`src/rtl/key_note_scheduler.sv`:
```
// PS/2 scan-code parser driving a single-voice tone request/ack handshake.
// Optional OCTAVE_SHIFT_EN adds 1A/22 octave down/up keys.
module key_note_scheduler #(
    parameter int CNT_W       = 18,
    parameter int TIMEOUT_CYC = 100_000
) (
    input  logic             CLK,
    input  logic             RST,
    input  logic [7:0]       ps2_byte,
    input  logic             ps2_valid,
    output logic [CNT_W-1:0] tone_period,
    output logic             tone_req,
    input  logic             tone_ack,
    output logic [7:0]       key_held,
    output logic             note_on
);

    localparam int TW = (TIMEOUT_CYC > 1) ? $clog2(TIMEOUT_CYC) : 1;

    typedef enum logic [1:0] {IDLE, BRK, EXT, EXTBRK} state_t;

    state_t           state;
    logic [TW-1:0]    tmo;
    logic [2:0]       active;
    logic [CNT_W-1:0] last_ack;
    logic [CNT_W-1:0] desired;
    logic [CNT_W-1:0] base;
    logic             mk;
    logic             brk;
    logic             hit;
    logic [2:0]       idx;
    logic [7:0]       held_n;
    logic [2:0]       act_n;

    function automatic logic [3:0] lookup(input logic [7:0] b);
        case (b)
            8'h1C:   return 4'b1_000;
            8'h1B:   return 4'b1_001;
            8'h23:   return 4'b1_010;
            8'h2B:   return 4'b1_011;
            8'h34:   return 4'b1_100;
            8'h33:   return 4'b1_101;
            8'h3B:   return 4'b1_110;
            8'h42:   return 4'b1_111;
            default: return 4'b0_000;
        endcase
    endfunction

    function automatic logic [CNT_W-1:0] base_period(input logic [2:0] i);
        case (i)
            3'd0:    return CNT_W'(95557);
            3'd1:    return CNT_W'(85131);
            3'd2:    return CNT_W'(75843);
            3'd3:    return CNT_W'(71586);
            3'd4:    return CNT_W'(63776);
            3'd5:    return CNT_W'(56818);
            3'd6:    return CNT_W'(50619);
            default: return CNT_W'(47778);
        endcase
    endfunction

    function automatic logic [2:0] lowest(input logic [7:0] h);
        logic [2:0] r;
        r = 3'd0;
        for (int i = 7; i >= 0; i--)
            if (h[i]) r = 3'(i);
        return r;
    endfunction

    always_comb begin
        mk  = 1'b0;
        brk = 1'b0;
        if (ps2_valid) begin
            if (state == IDLE && ps2_byte != 8'hF0 && ps2_byte != 8'hE0)
                mk = 1'b1;
            if (state == BRK && ps2_byte != 8'hF0 && ps2_byte != 8'hE0)
                brk = 1'b1;
        end
        {hit, idx} = lookup(ps2_byte);
    end

    always_comb begin
        held_n = key_held;
        act_n  = active;
        if (mk && hit) begin
            held_n[idx] = 1'b1;
            act_n       = idx;
        end else if (brk && hit && key_held[idx]) begin
            held_n[idx] = 1'b0;
            if (idx == active) act_n = lowest(held_n);
        end
    end

`ifdef OCTAVE_SHIFT_EN
    logic signed [1:0] octave;

    always_ff @(posedge CLK or posedge RST) begin
        if (RST) begin
            octave <= 2'sd0;
        end else if (mk && ps2_byte == 8'h1A && octave != -2'sd1) begin
            octave <= octave - 2'sd1;
        end else if (mk && ps2_byte == 8'h22 && octave != 2'sd1) begin
            octave <= octave + 2'sd1;
        end
    end

    always_comb begin
        base = base_period(active);
        if (octave == -2'sd1)     base = base << 1;
        else if (octave == 2'sd1) base = base >> 1;
        desired = note_on ? base : '0;
    end
`else
    always_comb begin
        base    = base_period(active);
        desired = note_on ? base : '0;
    end
`endif

    always_ff @(posedge CLK or posedge RST) begin
        if (RST) begin
            state    <= IDLE;
            tmo      <= '0;
            key_held <= '0;
            active   <= '0;
            note_on  <= 1'b0;
        end else begin
            key_held <= held_n;
            active   <= act_n;
            note_on  <= |held_n;
            if (ps2_valid) begin
                tmo <= '0;
                unique case (state)
                    IDLE:    state <= (ps2_byte == 8'hF0) ? BRK :
                                      (ps2_byte == 8'hE0) ? EXT : IDLE;
                    EXT:     state <= (ps2_byte == 8'hF0) ? EXTBRK : IDLE;
                    BRK:     state <= IDLE;
                    EXTBRK:  state <= IDLE;
                endcase
            end else if (state != IDLE) begin
                // a stalled prefix is abandoned so a lost byte cannot
                // turn the next make into a break
                if (tmo == TW'(TIMEOUT_CYC - 1)) begin
                    state <= IDLE;
                    tmo   <= '0;
                end else begin
                    tmo <= tmo + TW'(1);
                end
            end else begin
                tmo <= '0;
            end
        end
    end

    always_ff @(posedge CLK or posedge RST) begin
        if (RST) begin
            tone_req    <= 1'b0;
            tone_period <= '0;
            last_ack    <= '0;
        end else if (tone_req) begin
            if (tone_ack) begin
                last_ack <= tone_period;
                tone_req <= 1'b0;
            end
        end else if (desired != last_ack) begin
            tone_req    <= 1'b1;
            tone_period <= desired;
        end
    end

endmodule
```
`config.mk`:
```
export PLATFORM = sky130hd
export DESIGN_NAME = key_note_scheduler
export DESIGN_NICKNAME = d
export VERILOG_FILES = /design/src/rtl/key_note_scheduler.sv
export SDC_FILE = /design/constraint.sdc
export NUM_CORES = 1
export LEC_CHECK = 0
export ABC_CLOCK_PERIOD_IN_PS = 2700
export CORE_ASPECT_RATIO = 0.7
export CORE_MARGIN = 1.5
export CORE_UTILIZATION = 52
export CTS_CLUSTER_SIZE = 24
export DETAILED_ROUTE_END_ITERATION = 7
export PLACE_DENSITY = 0.77
export SYNTH_ARGS = -nofsm -noshare
export SYNTH_HDL_FRONTEND = slang
export SYNTH_SLANG_ARGS = --single-unit
```
`constraint.sdc`:
```
create_clock -name CLK -period 2.7 [get_ports CLK]
set_input_delay 0.54 -clock CLK [delete_from_list [all_inputs] [get_ports CLK]]
set_output_delay 0.54 -clock CLK [all_outputs]
set_load 0.05 [all_outputs]
```
==> metrics.cfg <==
[outcome]
status=finished, violations left
violations=negative setup slack

[setup_path]
critPathLaunchType=primary input
required_ns=2.91
crit_type=primary input to register
crit_chain=buf_6 > or4b_4 > or4_4 > a41oi_4 > nand2_4 > a2111o_1 > and3_1 > or4_1
path_max_fanout=4
critPathArrivalTime_ns=3.01
cp_slowest_cell=or4_4
slowest_delay_ns=0.57
endpoint_kind=register

[sta]
fin_skew_ns=0.0154
period_share_pct=103
setup_viol=5
fmax_mhz=358
max_slew.worst_pin.slew_ns=1.15
grt_setup_unrepaired=yes
hold_viol_final=0
maxSlewViolCount=0
maxSlewHeadroom_pct=22.5
tns_ns=-0.215
fin_hold_ws_ns=0.443
period_needed_ns=2.79
final.setup.worst_slack_ns=-0.0905

[global_routing]
gr-usage-all-layers_pct=28.3
antenna_found_initial=0
grt_start_max_net_pins=55
grt_pass1_vias=3576
grt_remaining_overflow=0
grt_pass1_wl_um=18400

[drt]
antenna_left=0
wl_per_cell_um=17.5
drc=0
dr.pass1.iters=5
routed_wl_um=11300
drt_iter0_drc=324
routed_via_density=5.96
vias=3838

[clock_network]
clk_latency_ns=0.35
numCtsBuffers=9
clockBufferDepth=2
cts.sinks=66
clk_pin_slew_ns=0.08
cts_tree=done
cts-root-buf=clkbuf_8
h-tree-depth=3

[pwr]
ir_drop_v=0.000560
clkPwrFrac_pct=20.9
power_density_mw_per_mm2=757
seqPwrFrac_pct=35.8
pwr-share-comb_pct=43.2
finalPower_mw=4.07
switchingPower_mw=1.67
p_int_mw=2.40
sw_frac_of_total_pct=41.0
p_leak_nw=2.28

[logic_synthesis]
ys_ff_latch=66
synth_seq_area_share_pct=40.9
synth_edf_count=0
synthCells=436
synthTopCellsByArea=dfrtp_1 (41%), mux2_2 (6.7%), o21ai_0 (4.3%), nor2_1 (3.4%), mux2i_1 (3.0%)
synth_top_area_share_pct=40.9
yosysWarnings=0
synth_cell_types=68
yosys-top-cells-count=dfrtp_1 (66), nor2_1 (37), o21ai_0 (35)
syn-cell-area_mm2=0.00404
synth.largest_area_cell=dfrtp_1
synth.net_count=449
synthFlopType=dfrtp_1
syn_avg_cell_area_um2=9.25
yosysMostFrequentCell=dfrtp_1
async_reset_ff_share_pct=100

[floorplanning]
die_height_um=76.7
dieArea_mm2=0.00831
coreArea_mm2=0.00742
chipWidth_um=108
placementRows=26
ios=40
initial_core_util_pct=54.4

[finish]
syn_to_final_growth_pct=33.2
drive_gt1_share_pct=27.8
final_nets=554
n_antenna_cell=0
fin_util_pct=72.5

[placement]
place_ws_ns=-0.811
hpwl_um=8070
gp_congestion=0.942
portBuffers=38

[flow_run]
maxCapViolations=0

[min_path]
min_path_type=primary input to asynchronous set/reset pin

[metrics by stage]
step | cells | instance area, um^2
global route | 644 | 5370
floorplan | 436 | 4060
detailed placement | 621 | 5030
finish | 644 | 5370
global placement | 621 | 5030
CTS | 643 | 5300
[registers in the layout, indices dropped and copies added, names as in the netlist]
name         count
last_ack        17
tmo             17
tone_period     17
key_held         8
active           3
state            2
note_on          1
tone_req         1
[path summary, 6_finish.rpt]
kind	endpoint	start	slack [ns]	cells past startpoint
min in group CLK	tmo[0]	tmo[0]	0.49	1
min reg2reg	tmo[0]	tmo[0]	0.49	1
min	tmo[10]	RST	0.44	2
max reg2reg	tone_period[12]	active[1]	0	10
max	note_on	ps2_byte[2]	-0.09	8
max in group asynchronous	key_held[6]	RST	1.65	3
[worst max-delay path, delay by kind of cell]
family	cells	cell delay (ns)
AO/OA/AOI/OAI	2	0.53
AND/OR/NAND/NOR	5	1.84
buffers and inverters	1	0.09
[cells in the final DEF (no fill, tap or decap), types with 10 or more instances in the layout]
cell type / n
nand3_1: 18
nor3_1: 14
clkdlybuf4s50_1: 30
nand2_1: 27
dfrtp_1: 65
clkbuf_8: 10
buf_4: 75
nor2_1: 37
a21oi_1: 15
mux2i_1: 12
mux2_2: 24
inv_1: 14
nand2b_1: 10
o21ai_0: 27
xor2_1: 13
[kinds of logic after synthesis]
family                   after synthesis  share of synthesized area (%)
AO/OA/AOI/OAI                        103                           17.4
XOR/XNOR                              22                           4.78
adder cells (fa/ha/maj)                2                          0.558
buffers and inverters                 39                           3.88
flip-flops                            66                           40.9
multiplexers                          36                           9.67
other                                  1                         0.0929
AND/OR/NAND/NOR                      167                           22.7
[power groups by stage]
stage	combinational, mW	sequential, mW	clock, mW
after floorplan	0.789	1.77	0
after global placement	1.63	1.45	0
after detailed placement	1.66	1.47	0
after CTS	1.69	1.46	0.865
after global routing	1.88	1.48	0.913
final	1.76	1.46	0.852
[repair_timing]
action | in CTS | in global routing
pin swaps | 7 | 6
hold buffers | 0 | 0
resized for setup | 32 | 17
gates cloned | 0 | 0
buffers inserted | 6 | 2
endpoints found under the setup margin | 21 | 25
[layout make-up]
cell class	count	area [um^2]
Clock buffer	10	138
Clock inverter	6	63.8
Fill cell	597	2040
Inverter	17	63.8
Multi-Input combinational cell	331	2340
Sequential cell	66	1650
Tap cell	98	123
Timing Repair Buffer	116	991
[routing by layer]
| layer | GRT usage, % | up-vias | share of wire, % |
|---|---|---|---|
| li1 | - | 1818 | - |
| met5 | 0 | - | 0 |
| met3 | 5.53 | 20 | 7.1 |
| met4 | 7.24 | 0 | 1.4 |
| met1 | 44.1 | 1840 | 49 |
| met2 | 39.9 | 160 | 43 |
(Power assumes the default switching activity.)
